[config.mk]
export PLATFORM = sky130hd
export DESIGN_NAME = ts_feature_scanner_flat
export DESIGN_NICKNAME = d
export VERILOG_FILES = /design/src/rtl/ts_feature_scanner_if.sv /design/src/rtl/ts_feature_scanner.sv /design/src/flat_wrapper.sv
export SDC_FILE = /design/constraint.sdc
export NUM_CORES = 1
export LEC_CHECK = 0
export CORE_AREA = 2 2 159 161
export DETAILED_ROUTE_END_ITERATION = 6
export DIE_AREA = 0 0 161 163
export GPL_TIMING_DRIVEN = 0
export PLACE_DENSITY_LB_ADDON = 0.15
export SLEW_MARGIN = 20
export SYNTH_ARGS = -nofsm -noshare
export SYNTH_HDL_FRONTEND = slang
export SYNTH_SLANG_ARGS = --single-unit
[constraint.sdc]
create_clock -name clk -period 4.8 [get_ports clk]
set_input_delay 0.96 -clock clk [delete_from_list [all_inputs] [get_ports clk]]
set_output_delay 0.96 -clock clk [all_outputs]
set_load 0.01 [all_outputs]
[src/rtl/ts_feature_scanner_if.sv]
// Bundles the scan-request handshake, the time-surface read port and the feature-vector outputs
// of the feature scanner into one connection.
interface ts_feature_scanner_if #(
    parameter int ADDR_BITS  = 8,
    parameter int VALUE_BITS = 8
);
    logic                  start;
    logic                  busy;
    logic                  read_enable;
    logic [ADDR_BITS-1:0]  read_addr;
    logic [VALUE_BITS-1:0] read_value;
    logic                  feat_valid;
    logic                  feat_ready;
    logic [15:0]           sum_total;
    logic [19:0]           sum_x;
    logic [19:0]           sum_y;
    logic [13:0]           quad_sum [4];
    logic [8:0]            active_count;

    modport master (
        input  start, read_value, feat_ready,
        output busy, read_enable, read_addr, feat_valid,
               sum_total, sum_x, sum_y, quad_sum, active_count
    );

    modport slave (
        output start, read_value, feat_ready,
        input  busy, read_enable, read_addr, feat_valid,
               sum_total, sum_x, sum_y, quad_sum, active_count
    );
endinterface

[src/rtl/ts_feature_scanner.sv]
// Sweeps every cell of the decayed time surface once per start request and reduces it to a
// feature vector: total, x/y moments, quadrant sums and a count of active cells.
module ts_feature_scanner #(
    parameter int GRID_SIZE     = 16,
    parameter int ADDR_BITS     = 8,
    parameter int VALUE_BITS    = 8,
    parameter int READ_LATENCY  = 2,
    parameter int ACTIVE_THRESH = 32
) (
    input  logic                 clk,
    input  logic                 rst,
    ts_feature_scanner_if.master bus
);
    localparam int COORD_BITS = ADDR_BITS / 2;
    localparam int CNT_BITS   = $clog2(READ_LATENCY + 1);
    localparam logic [ADDR_BITS-1:0]  LAST_ADDR  = ADDR_BITS'(GRID_SIZE * GRID_SIZE - 1);
    localparam logic [CNT_BITS-1:0]   DRAIN_LAST = CNT_BITS'(READ_LATENCY - 1);
    localparam logic [VALUE_BITS-1:0] THRESH     = VALUE_BITS'(ACTIVE_THRESH);

    typedef enum logic [1:0] {IDLE, SCAN, DRAIN, DONE} state_e;

    state_e                state_q, state_d;
    logic [ADDR_BITS-1:0]  addr_q, addr_d;
    logic [CNT_BITS-1:0]   drainCnt_q, drainCnt_d;
    logic                  clearAcc;

    logic [READ_LATENCY-1:0] pipeValid_q;
    logic [ADDR_BITS-1:0]    pipeAddr_q [READ_LATENCY];

    logic [15:0] sumTotal_q;
    logic [19:0] sumX_q;
    logic [19:0] sumY_q;
    logic [13:0] quad_q [4];
    logic [8:0]  activeCnt_q;

    logic [ADDR_BITS-1:0]  accAddr;
    logic [COORD_BITS-1:0] accX;
    logic [COORD_BITS-1:0] accY;
    logic [1:0]            accQuad;
    logic [19:0]           xProd;
    logic [19:0]           yProd;

    always_comb begin
        state_d    = state_q;
        addr_d     = addr_q;
        drainCnt_d = drainCnt_q;
        clearAcc   = 1'b0;
        case (state_q)
            IDLE: begin
                if (bus.start) begin
                    state_d  = SCAN;
                    addr_d   = '0;
                    clearAcc = 1'b1;
                end
            end
            SCAN: begin
                if (addr_q == LAST_ADDR) begin
                    state_d    = DRAIN;
                    drainCnt_d = '0;
                end else begin
                    addr_d = addr_q + ADDR_BITS'(1);
                end
            end
            DRAIN: begin
                if (drainCnt_q == DRAIN_LAST) begin
                    state_d = DONE;
                end else begin
                    drainCnt_d = drainCnt_q + CNT_BITS'(1);
                end
            end
            DONE: begin
                if (bus.feat_ready) begin
                    state_d = IDLE;
                end
            end
            default: state_d = IDLE;
        endcase
    end

    // The address travels alongside the memory read so each returning value knows its cell.
    always_ff @(posedge clk) begin
        if (rst) begin
            state_q     <= IDLE;
            addr_q      <= '0;
            drainCnt_q  <= '0;
            pipeValid_q <= '0;
            for (int i = 0; i < READ_LATENCY; i++) pipeAddr_q[i] <= '0;
        end else begin
            state_q        <= state_d;
            addr_q         <= addr_d;
            drainCnt_q     <= drainCnt_d;
            pipeValid_q[0] <= (state_q == SCAN);
            pipeAddr_q[0]  <= addr_q;
            for (int i = 1; i < READ_LATENCY; i++) begin
                pipeValid_q[i] <= pipeValid_q[i-1];
                pipeAddr_q[i]  <= pipeAddr_q[i-1];
            end
        end
    end

    always_comb begin
        accAddr = pipeAddr_q[READ_LATENCY-1];
        accX    = accAddr[COORD_BITS-1:0];
        accY    = accAddr[ADDR_BITS-1:COORD_BITS];
        accQuad = {accY[COORD_BITS-1], accX[COORD_BITS-1]};
        xProd   = 20'(accX) * 20'(bus.read_value);
        yProd   = 20'(accY) * 20'(bus.read_value);
    end

    always_ff @(posedge clk) begin
        if (rst || clearAcc) begin
            sumTotal_q  <= '0;
            sumX_q      <= '0;
            sumY_q      <= '0;
            activeCnt_q <= '0;
            for (int i = 0; i < 4; i++) quad_q[i] <= '0;
        end else if (pipeValid_q[READ_LATENCY-1]) begin
            sumTotal_q      <= sumTotal_q + 16'(bus.read_value);
            sumX_q          <= sumX_q + xProd;
            sumY_q          <= sumY_q + yProd;
            quad_q[accQuad] <= quad_q[accQuad] + 14'(bus.read_value);
            activeCnt_q     <= activeCnt_q + 9'(bus.read_value >= THRESH);
        end
    end

    assign bus.busy         = (state_q != IDLE);
    assign bus.read_enable  = (state_q == SCAN) || (state_q == DRAIN);
    assign bus.read_addr    = addr_q;
    assign bus.feat_valid   = (state_q == DONE);
    assign bus.sum_total    = sumTotal_q;
    assign bus.sum_x        = sumX_q;
    assign bus.sum_y        = sumY_q;
    assign bus.quad_sum[0]  = quad_q[0];
    assign bus.quad_sum[1]  = quad_q[1];
    assign bus.quad_sum[2]  = quad_q[2];
    assign bus.quad_sum[3]  = quad_q[3];
    assign bus.active_count = activeCnt_q;
endmodule
[src/flat_wrapper.sv]
// flat-port wrapper written by rule: the top's interface ports become plain ports
module ts_feature_scanner_flat 
#(
    parameter int GRID_SIZE     = 16,
    parameter int ADDR_BITS     = 8,
    parameter int VALUE_BITS    = 8,
    parameter int READ_LATENCY  = 2,
    parameter int ACTIVE_THRESH = 32
)
  (clk, rst, bus_start, bus_read_value, bus_feat_ready, bus_busy, bus_read_enable, bus_read_addr, bus_feat_valid, bus_sum_total, bus_sum_x, bus_sum_y, bus_quad_sum, bus_active_count);
  ts_feature_scanner_if #(.ADDR_BITS(ADDR_BITS), .VALUE_BITS(VALUE_BITS)) bus_i ();
  input  logic clk;
  input  logic rst;
  input wire logic [$bits(bus_i.start)-1:0] bus_start;
  input wire logic [$bits(bus_i.read_value)-1:0] bus_read_value;
  input wire logic [$bits(bus_i.feat_ready)-1:0] bus_feat_ready;
  output wire logic [$bits(bus_i.busy)-1:0] bus_busy;
  output wire logic [$bits(bus_i.read_enable)-1:0] bus_read_enable;
  output wire logic [$bits(bus_i.read_addr)-1:0] bus_read_addr;
  output wire logic [$bits(bus_i.feat_valid)-1:0] bus_feat_valid;
  output wire logic [$bits(bus_i.sum_total)-1:0] bus_sum_total;
  output wire logic [$bits(bus_i.sum_x)-1:0] bus_sum_x;
  output wire logic [$bits(bus_i.sum_y)-1:0] bus_sum_y;
  output wire logic [$bits(bus_i.quad_sum)-1:0] bus_quad_sum;
  output wire logic [$bits(bus_i.active_count)-1:0] bus_active_count;
  assign bus_i.start = bus_start;
  assign bus_i.read_value = bus_read_value;
  assign bus_i.feat_ready = bus_feat_ready;
  assign bus_busy = bus_i.busy;
  assign bus_read_enable = bus_i.read_enable;
  assign bus_read_addr = bus_i.read_addr;
  assign bus_feat_valid = bus_i.feat_valid;
  assign bus_sum_total = bus_i.sum_total;
  assign bus_sum_x = bus_i.sum_x;
  assign bus_sum_y = bus_i.sum_y;
  assign bus_quad_sum = {>>{bus_i.quad_sum}};
  assign bus_active_count = bus_i.active_count;
  ts_feature_scanner #(.GRID_SIZE(GRID_SIZE), .ADDR_BITS(ADDR_BITS), .VALUE_BITS(VALUE_BITS), .READ_LATENCY(READ_LATENCY), .ACTIVE_THRESH(ACTIVE_THRESH)) u_core (.clk(clk), .rst(rst), .bus(bus_i));
endmodule
=== Word-level counts from Yosys, hierarchy flattened ===
Memory sizes are Yosys's and may differ from the RTL's.
Index checks and enable logic that the tools add are counted.

* Register bits: 79
* RAM bits: 72
* Bits of input ports: 12
* Output and inout bits: 132
* Memories: 2

* $add $sub $neg: 7
* Multiply operators: 2
* Magnitude comparators: 1
* Equality and inequality tests: 11
* Multiplexer cells: 26
* Bitwise operators: 2
* Reductions and logical operators: 10

{| class="wikitable"
|+ Memory list
! name !! depth !! bits a word !! rd ports !! clocked after Yosys merged registers in !! write ports !! RTL line !! source
|-
| u_core.quad_q || 4 || 14 || 5 || 0 || 4 || ts_feature_scanner.sv:33 || <nowiki>logic [13:0] quad_q [4];</nowiki>
|-
| u_core.pipeAddr_q || 2 || 8 || 2 || 0 || 2 || ts_feature_scanner.sv:28 || <nowiki>logic [ADDR_BITS-1:0] pipeAddr_q [READ_LATENCY];</nowiki>
|}

{| class="wikitable"
|+ Operator list
! cell !! number
|-
| adder 20 x 12 -> 20 bit || 2
|-
| 2-to-1 mux 8 bit || 4
|-
| multiplier 4 x 8 -> 12 bit || 2
|-
| adder 16 x 8 -> 16 bit || 1
|-
| case mux 8 bit (2 select lines) || 1
|-
| adder 14 x 8 -> 14 bit || 1
|-
| 2-to-1 mux 14 bit || 1
|-
| 2-to-1 mux 2 bit || 7
|-
| OR reduction 14 bit || 1
|-
| 2-to-1 mux 1 bit || 11
|-
| adder 9 x 1 -> 9 bit || 1
|-
| adder 8 x 1 -> 8 bit (second input constant) || 1
|-
| equality test 8 bit (second input constant) || 1
|-
| >= comparator 8 x 6 -> 1 bit (second input constant) || 1
|-
| != test 2 bit (second input constant) || 4
|-
| case mux 2 bit (4 select lines) || 1
|-
| AND reduction 3 bit || 2
|-
| nonzero test 2 bit || 3
|-
| equality test 2 x 1 -> 1 bit (second input constant) || 2
|-
| equality test 2 bit (second input constant) || 2
|-
| != test 2 x 1 -> 1 bit (second input constant) || 2
|-
| case mux 2 bit (2 select lines) || 1
|-
| AND reduction 4 bit || 1
|-
| adder 2 x 1 -> 2 bit (second input constant) || 1
|-
| other kinds (3) || 5
|}

=== Longest topological paths before layout ===
* Word-level depth: 7
* Mapped depth: 17
* Mapped depth without buffers: 14

=== Least setup slack after synthesis ===
No wires, ideal clock.

* Path kind: input to register
* Start: input port bus_read_value[4]
* End: register u_core.sumX_q[16] (netlist: u_core.bus.sum_x[16])
* Setup time: 0.118 ns
* Arrival time: 4.227 ns
* Required time: 4.682 ns
* Slack: 0.455 ns
* Stages on the path: 12
* Buffers on the path: 0
* Path through: and2_1 -> fa_1 -> fa_1 -> inv_1 -> fa_1 -> inv_1 -> ha_1 -> a2111o_1 -> o21ai_0 -> o31ai_1 -> and4_1 -> mux2i_1

* Cells in the longest elaborated chain, start to end: 2

{| class="wikitable"
|+ Ends and longest elaborated chain
! what !! RTL line !! source
|-
| start: declaration || flat_wrapper.sv:15 || <nowiki>input wire logic [$bits(bus_i.read_value)-1:0] bus_read_value;</nowiki>
|-
| multiplier 4 x 8 -> 12 bit || ts_feature_scanner.sv:106 || <nowiki>xProd = 20'(accX) * 20'(bus.read_value);</nowiki>
|-
| adder 20 x 12 -> 20 bit || ts_feature_scanner.sv:119 || <nowiki>sumX_q <= sumX_q + xProd;</nowiki>
|-
| end signal: assignment || ts_feature_scanner.sv:119 ||
|-
| end: declaration || ts_feature_scanner.sv:31 || <nowiki>logic [19:0] sumX_q;</nowiki>
|}

Every way passes these cells.
A chain may end at the register's enable or synchronous reset.

=== Worst setup path in the final report ===
* Start: input port bus_read_value[1]
* End: register u_core.sumX_q[16] (netlist: u_core.bus.sum_x[16])

The elaborated chain is that of the path after synthesis.

==> impl_metrics.env <==
export IMPL_postSynthAreaPerCell_um2=9.67
export IMPL_clkSlewWorstSetupHoldPaths_ns=0.07
export IMPL_core_mm2=0.0247
export IMPL_power_frac_clock=0.355
export IMPL_combinational_share_of_power=0.242
export IMPL_routed_via_density=5.01
export IMPL_areaGrowthSynthToFinish_pct=25.4
export IMPL_synthArstFlopShare=0
export IMPL_num_fill_cells=2414
export IMPL_first_global_vias=7299
export IMPL_mappedNetlistNets=1097
export IMPL_netlist_area_mm2=0.00941
export IMPL_drive_above_1_share=0.0620
export IMPL_footprint_of_the_flip_flops_and_latches_mm2=0.00358
export IMPL_num_nets_final=1256
export IMPL_critical_path_peak_fanout=12
export IMPL_drt_pre_antenna_iters=5
export IMPL_worst_setup_path_end_kind="register"
export IMPL_hpwlAfterDp_um=18800
export IMPL_cts_sinks=151
export IMPL_cts_repair_timing_setup_buffer_count=0
export IMPL_classification_of_the_worst_slack_hold_path="register to register"
export IMPL_drv_max_cap_violation_count=0
export IMPL_layout_cells_non_filler=1475
export IMPL_start_util=0.381
export IMPL_postRouteWirelength_um=25500
export IMPL_layout_setup_ws_ns=0.293
export IMPL_die_area_mm2=0.0262
export IMPL_worst_clock_skew_ns=0.0128
export IMPL_sequentialPowerShare=0.403
export IMPL_grt_use_total=0.200
export IMPL_power_internal_uw=2560
export IMPL_run_status="completed"
export IMPL_worst_skew_pair_late_latency_ns=0.44
export IMPL_p_leak_uw=0.00474
export IMPL_drc=0
export IMPL_power_switching_share=0.336
export IMPL_report_final_slew_viol_count=0
export IMPL_minimum_setup_slack_after_placement_ns=-1.00
export IMPL_drtAntennaViolNets=0
export IMPL_clk_root_buffer_cell="sky130_fd_sc_hd__clkbuf_16"
export IMPL_setup_viol_count_final=0
export IMPL_drt_iter0_drc=337
export IMPL_synth_sequential_area_ratio=0.381
export IMPL_synth_main_ff_cell="sky130_fd_sc_hd__dfxtp_1"
export IMPL_netlist_instances=973
export IMPL_reg2reg_depth=14
export IMPL_layout_worst_path_cycle_share=0.939
export IMPL_cts_htree_levels=4
export IMPL_tritoncts="done"
export IMPL_timing_slew_headroom=0.428
export IMPL_global_route_overflow_total=0
export IMPL_number_of_cts_inserted_buffers=17
export IMPL_post_place_cells=1446
export IMPL_period_minus_slack_ns=4.51
export IMPL_antenna_found_initial=0
export IMPL_fmaxAchievable_ghz=0.222
export IMPL_routedWlPerCell_um=17.3
export IMPL_clock_tree_buf_depth=2
export IMPL_core_rowCount=58
export IMPL_multi_input_area_mm2=0.00538
export IMPL_cp_arrival_ns=4.87
export IMPL_rsz0062_at_grt="no"
export IMPL_total_switching_power_uw=1290
export IMPL_die_width_um=161
export IMPL_die_height_um=163
export IMPL_antenna_cells_inserted=0
export IMPL_hold_fix_buffers_cts=0
export IMPL_setup_worst_path_class="input port to register"
export IMPL_cellPowerDensity_mw_per_mm2=326
export IMPL_i_o_buffers=143
export IMPL_netlist_cell_type_count=57
export IMPL_synth_register_bits=151
export IMPL_worst_vdd_ir_mv=0.296
export IMPL_cp_required_ns=5.16
export IMPL_global_route_wire_length_before_repair_um=40200
export IMPL_yosysWarningCount=0
export IMPL_vias=7392
export IMPL_io_pins=144
export IMPL_synth_edf_count=56
export IMPL_globalplace_congestion=0.826
export IMPL_pin_count_of_the_biggest_net_entering_global_routing=20
export IMPL_worstHoldPathCells=1
export IMPL_worst_pin_slew_ns=0.858
export IMPL_hold_viol=0
export IMPL_timing_critical_path_from_type="input port"
==> timing repair <==
| item | in CTS | in global routing |
|---|---|---|
| setup endpoints to repair | 14 | 21 |
| gates resized for setup | 9 | 18 |
| cloned | 0 | 0 |
==> routing by layer <==
metal  GRT usage  vias to the layer above  share of wire
met1       0.269                     3568           0.46
met5           0                        -              0
met3      0.0448                       27          0.052
met2       0.328                      171           0.48
li1            -                     3626              -
met4      0.0483                        0          0.011
==> flip-flops by register name, summed over array words and instances (netlist names) <==
register	count
u_core.bus.active_count	9
u_core.bus.read_addr	8
u_core.bus.sum_total	16
u_core.bus.sum_x	20
u_core.bus.sum_y	20
u_core.drainCnt_q	2
u_core.pipeAddr_q	16
u_core.pipeValid_q	2
u_core.quad_q	56
u_core.state_q	2
==> final cells by class <==
class,instances,area share
multi-input cells,703,0.455
well taps,330,0.0350
inverters,92,0.0293
clock inverters,15,0.0138
flip-flops and latches,151,0.304
repair buffers,143,0.118
clock buffers,17,0.0360
plain buffers,24,0.00848
==> layout by cell type (no fill, tap or decap), drive strengths merged, types with 6 or more instances in the layout <==
cell type	instances
nand3	23
a21oi	47
nor3	14
mux2i	19
ha	68
fa	44
clkdlybuf4s50	136
a21o	11
dfxtp	95
xnor2	37
buf	7
or3	13
and2	59
nand2	57
mux4	14
nor2b	17
xor2	17
edfxtp	56
o21ai	42
a211oi	23
nor2	143
inv	102
o21a	6
nand4	8
o211ai	7
clkbuf	41
==> synth_stat cells (5+ instances only) <==
master | count | share of area
sky130_fd_sc_hd__o21a_1 | 6 | 0.0048
sky130_fd_sc_hd__xnor2_1 | 37 | 0.034
sky130_fd_sc_hd__fa_1 | 44 | 0.094
sky130_fd_sc_hd__edfxtp_1 | 56 | 0.18
sky130_fd_sc_hd__inv_1 | 92 | 0.037
sky130_fd_sc_hd__nor2_1 | 143 | 0.057
sky130_fd_sc_hd__buf_1 | 5 | 0.0020
sky130_fd_sc_hd__or3_1 | 12 | 0.0080
sky130_fd_sc_hd__nand2_1 | 56 | 0.022
sky130_fd_sc_hd__nor2b_1 | 17 | 0.011
sky130_fd_sc_hd__a211oi_1 | 23 | 0.018
sky130_fd_sc_hd__a21o_1 | 11 | 0.0088
sky130_fd_sc_hd__nand3_1 | 22 | 0.012
sky130_fd_sc_hd__o21ai_0 | 40 | 0.021
sky130_fd_sc_hd__xor2_1 | 15 | 0.014
sky130_fd_sc_hd__nor3_1 | 13 | 0.0069
sky130_fd_sc_hd__nand2b_1 | 5 | 0.0033
sky130_fd_sc_hd__dfxtp_1 | 95 | 0.20
sky130_fd_sc_hd__clkbuf_1 | 19 | 0.0076
sky130_fd_sc_hd__ha_1 | 68 | 0.090
sky130_fd_sc_hd__mux2i_1 | 19 | 0.020
sky130_fd_sc_hd__mux4_2 | 14 | 0.034
sky130_fd_sc_hd__and2_1 | 59 | 0.039
sky130_fd_sc_hd__nand4_1 | 8 | 0.0053
sky130_fd_sc_hd__o21bai_1 | 5 | 0.0040
sky130_fd_sc_hd__a21oi_1 | 46 | 0.024
sky130_fd_sc_hd__o211ai_1 | 7 | 0.0056
==> final timing paths <==
| path | start | endpoint | slack [ns] |
|---|---|---|---|
| min reg2reg | u_core.pipeValid_q[0]$_SDFF_PP0_ | u_core.pipeValid_q[1]$_SDFF_PP0_ | 0.44 |
| min | u_core.pipeValid_q[0]$_SDFF_PP0_ | u_core.pipeValid_q[1]$_SDFF_PP0_ | 0.44 |
| max | bus_read_value[1] | u_core.bus.sum_x[16]$_SDFFE_PP0P_ | 0.29 |
| max reg2reg | u_core.pipeAddr_q[0][15]$_SDFF_PP0_ | u_core.bus.sum_y[12]$_SDFFE_PP0P_ | 0.52 |
==> stage by stage <==
step | area [um2] | setup TNS, ns | hold slack, ns | util | total power [uW]
detailed placement | 11300 | -13.78 | 0.426 | 0.456 | 2520
global route | 11800 | 0 | 0.457 | 0.478 | 4030
finish | 11800 | 0 | 0.443 | 0.478 | 3850
floorplan | 9410 | 0 | 0.414 | - | 2070
CTS | 11800 | 0 | 0.445 | 0.480 | 3880
global placement | 11300 | -13.44 | 0.420 | 0.456 | 2520
==> cell families (layout without fill, tap and decap cells) <==
group           after synthesis  count (layout)  synth area share
simple gates                347             347             0.177
xor+xnor                     54              54            0.0519
mux                          33              33            0.0537
compound gates              157             157             0.104
buf+inv                     119             291            0.0485
fa+ha+maj                   112             112             0.184
flops                       151             151             0.381
==> power groups by stage <==
stage                     registers, uW  clock network (uW)  logic [uW]
final                              1550                1370         930
after global routing               1560                1450        1020
after CTS                          1550                1390         942
after detailed placement           1580                   0         936
after global placement             1580                   0         937
after floorplan                    1600                   0         466
==> critical path, cell delays in order <==
cell and delay [ns]:
sky130_fd_sc_hd__clkbuf_2 0.25, sky130_fd_sc_hd__and2_1 0.27, sky130_fd_sc_hd__fa_1 0.50, sky130_fd_sc_hd__fa_1 0.54, sky130_fd_sc_hd__inv_1 0.06, sky130_fd_sc_hd__fa_1 0.51, sky130_fd_sc_hd__inv_1 0.04, sky130_fd_sc_hd__ha_1 0.31
sky130_fd_sc_hd__o21ai_0 0.11, sky130_fd_sc_hd__nor2_1 0.19, sky130_fd_sc_hd__o21ai_1 0.19, sky130_fd_sc_hd__o31ai_2 0.47, sky130_fd_sc_hd__and4_1 0.28, sky130_fd_sc_hd__mux2i_1 0.17
Note: power is estimated with default switching activity, not from simulation.
==> variant (same flow settings) <==
`READ_LATENCY` is set to 2 in 2 places; all go to 1.
--- a/src/rtl/ts_feature_scanner.sv
+++ b/src/rtl/ts_feature_scanner.sv
@@ -4,7 +4,7 @@
     parameter int GRID_SIZE     = 16,
     parameter int ADDR_BITS     = 8,
     parameter int VALUE_BITS    = 8,
-    parameter int READ_LATENCY  = 2,
+    parameter int READ_LATENCY  = 1,
     parameter int ACTIVE_THRESH = 32
 ) (
     input  logic                 clk,
--- a/src/flat_wrapper.sv
+++ b/src/flat_wrapper.sv
@@ -4,7 +4,7 @@
     parameter int GRID_SIZE     = 16,
     parameter int ADDR_BITS     = 8,
     parameter int VALUE_BITS    = 8,
-    parameter int READ_LATENCY  = 2,
+    parameter int READ_LATENCY  = 1,
     parameter int ACTIVE_THRESH = 32
 )
   (clk, rst, bus_start, bus_read_value, bus_feat_ready, bus_busy, bus_read_enable, bus_read_addr, bus_feat_valid, bus_sum_total, bus_sum_x, bus_sum_y, bus_quad_sum, bus_active_count);
Behaviour: not the same (Yosys sat finds a counterexample within 4 cycles, from zero or initial values and one cycle with rst high).
==> variant against the unedited design <==
Area after synthesis decreased by 0.92%. Final cell count about the same. Global-route usage decreased by 0.50 points. Setup slack got worse by 44 ps. Total power increased by 5.0%. Sequential cell count decreased by 11. Synthesized cell count increased by 0.10%. Final area decreased by 0.57%. Wire length decreased by 1.7%.
==> variant: results (changes against the unedited design) <==
post-synthesis sequential area ratio 0.3607 (was 0.3808); Peak VDD IR 246.8 µV (was 295.6 µV); critical path's slowest cell clkdlybuf4s50_1 (was fa_1); Slew @ Worst Pin 794.0 ps (was 857.8 ps); Area contributors post-synth dfxtp_1, edfxtp_1, fa_1 (unchanged); H-tree depth 4 (unchanged); Max stage delay on crit path 670 ps (was 540 ps); pre-CTS WS -704.0 ps (was -1003 ps); crit-path max FO 11 (was 12); total track usage 0.1949 (was 0.1999); Routed wire per std cell 16.98 µm (was 17.28 µm); placed cell area 11170 µm² (was 11250 µm²); Cell variety after synth 65 (was 57); CP arrival 4910 ps (was 4870 ps); GPL Wtd Cong 0.8280 (was 0.8262); vias in the first global route 7306 (was 7299); Iteration-0 DRC Markers 523 (was 337); multiplexer share of the synthesized area 0.05649 (was 0.05372); status completed (unchanged); share of cells above drive strength 1 0.06545 (was 0.06201); Clock Skews 18.61 ps (was 12.82 ps); first-pass GRT wire length 39410 µm (was 40190 µm); xor/xnor cell area share of the yosys netlist 0.03663 (was 0.05185); adder-cell share of the synthesized area 0.1844 (was 0.1840); complex-gate fraction of the synthesized area 0.1186 (was 0.1044); Final HPWL DP 18680 µm (was 18800 µm); vias after detailed routing 7628 (was 7392); Pleak 4.790 nW (was 4.737 nW)
-- variant: changes by cell type after synthesis, sizes merged, moves of 6 or more --
cell and change:
nor2 -18, a21o +7, and3 +11, inv +19, o21ai -13, dfxtp -11
nand2 -8, a211oi -7, o311ai +6, xnor2 -13
-- variant: repair_timing --
action / in CTS / in global routing
hold buffers: 0 / 0
endpoints found under the setup margin: 21 / 19
gates resized for setup: 7 / 15
endpoints found under the hold margin: 0 / 0
-- variant: per-stage QoR --
| stage | setup TNS [ps] | util | instances | hold WS, ps |
|---|---|---|---|---|
| floorplan | 0 | - | 974 | 489.6 |
| global placement | -12820 | 0.4526 | 1447 | 462.3 |
| detailed placement | -13660 | 0.4526 | 1447 | 470.1 |
| CTS | 0 | 0.4770 | 1478 | 483.6 |
| global route | 0 | 0.4757 | 1476 | 507.1 |
| finish | 0 | 0.4757 | 1476 | 479.5 |
-- variant: worst paths after layout --
| check | startpoint | to | slack, ps | cells past startpoint |
|---|---|---|---|---|
| worst min-delay path | u_core.bus.sum_y[19] | u_core.bus.sum_y[19] | 480 | 2 |
| worst max register to register | u_core.pipeAddr_q[0][7] | u_core.bus.sum_y[19] | 320 | 13 |
| worst max-delay path | bus_read_value[7] | u_core.bus.sum_x[15] | 250 | 14 |
| worst min register to register | u_core.bus.sum_y[19] | u_core.bus.sum_y[19] | 480 | 2 |
-- variant: kinds of logic (layout without fill, tap and decap cells) --
group | after synthesis | in the layout
compound gates | 160 | 160
xor+xnor | 39 | 39
fa+ha+maj | 111 | 111
buf+inv | 143 | 315
flops | 140 | 140
mux | 35 | 35
simple gates | 346 | 346
-- variant: final cells by class --
class,instances,area [µm²],area share
multi-input cells,691,5418,0.4616
flip-flops and latches,140,3364,0.2867
repair buffers,143,1396,0.1190
clock buffers,17,425.4,0.03625
inverters,112,420.4,0.03582
well taps,330,412.9,0.03518
clock inverters,15,188.9,0.01610
plain buffers,28,110.1,0.009382
-- variant: report_power, final --
group          total, mW  switching [mW]  internal (mW)
logic               1.16           0.684          0.480
clock network       1.38           0.629          0.754
registers           1.50          0.0968           1.40
-- variant: metal layers --
metal / wire length (µm) / track usage / share of wire / vias to the layer above
li1: - / - / - / 3689
met1: 11810 / 0.2684 / 0.47 / 3729
met2: 11520 / 0.3100 / 0.46 / 185
met3: 1384 / 0.04049 / 0.055 / 25
met4: 355 / 0.05885 / 0.014 / 0
met5: 0 / 0 / 0 / -
-- variant: worst max-delay path: cells and delay by family --
kind,cells,cell delay [ps]
compound gates,3,760
fa+ha+maj,4,1400
simple gates,3,740
buf+inv,4,1040
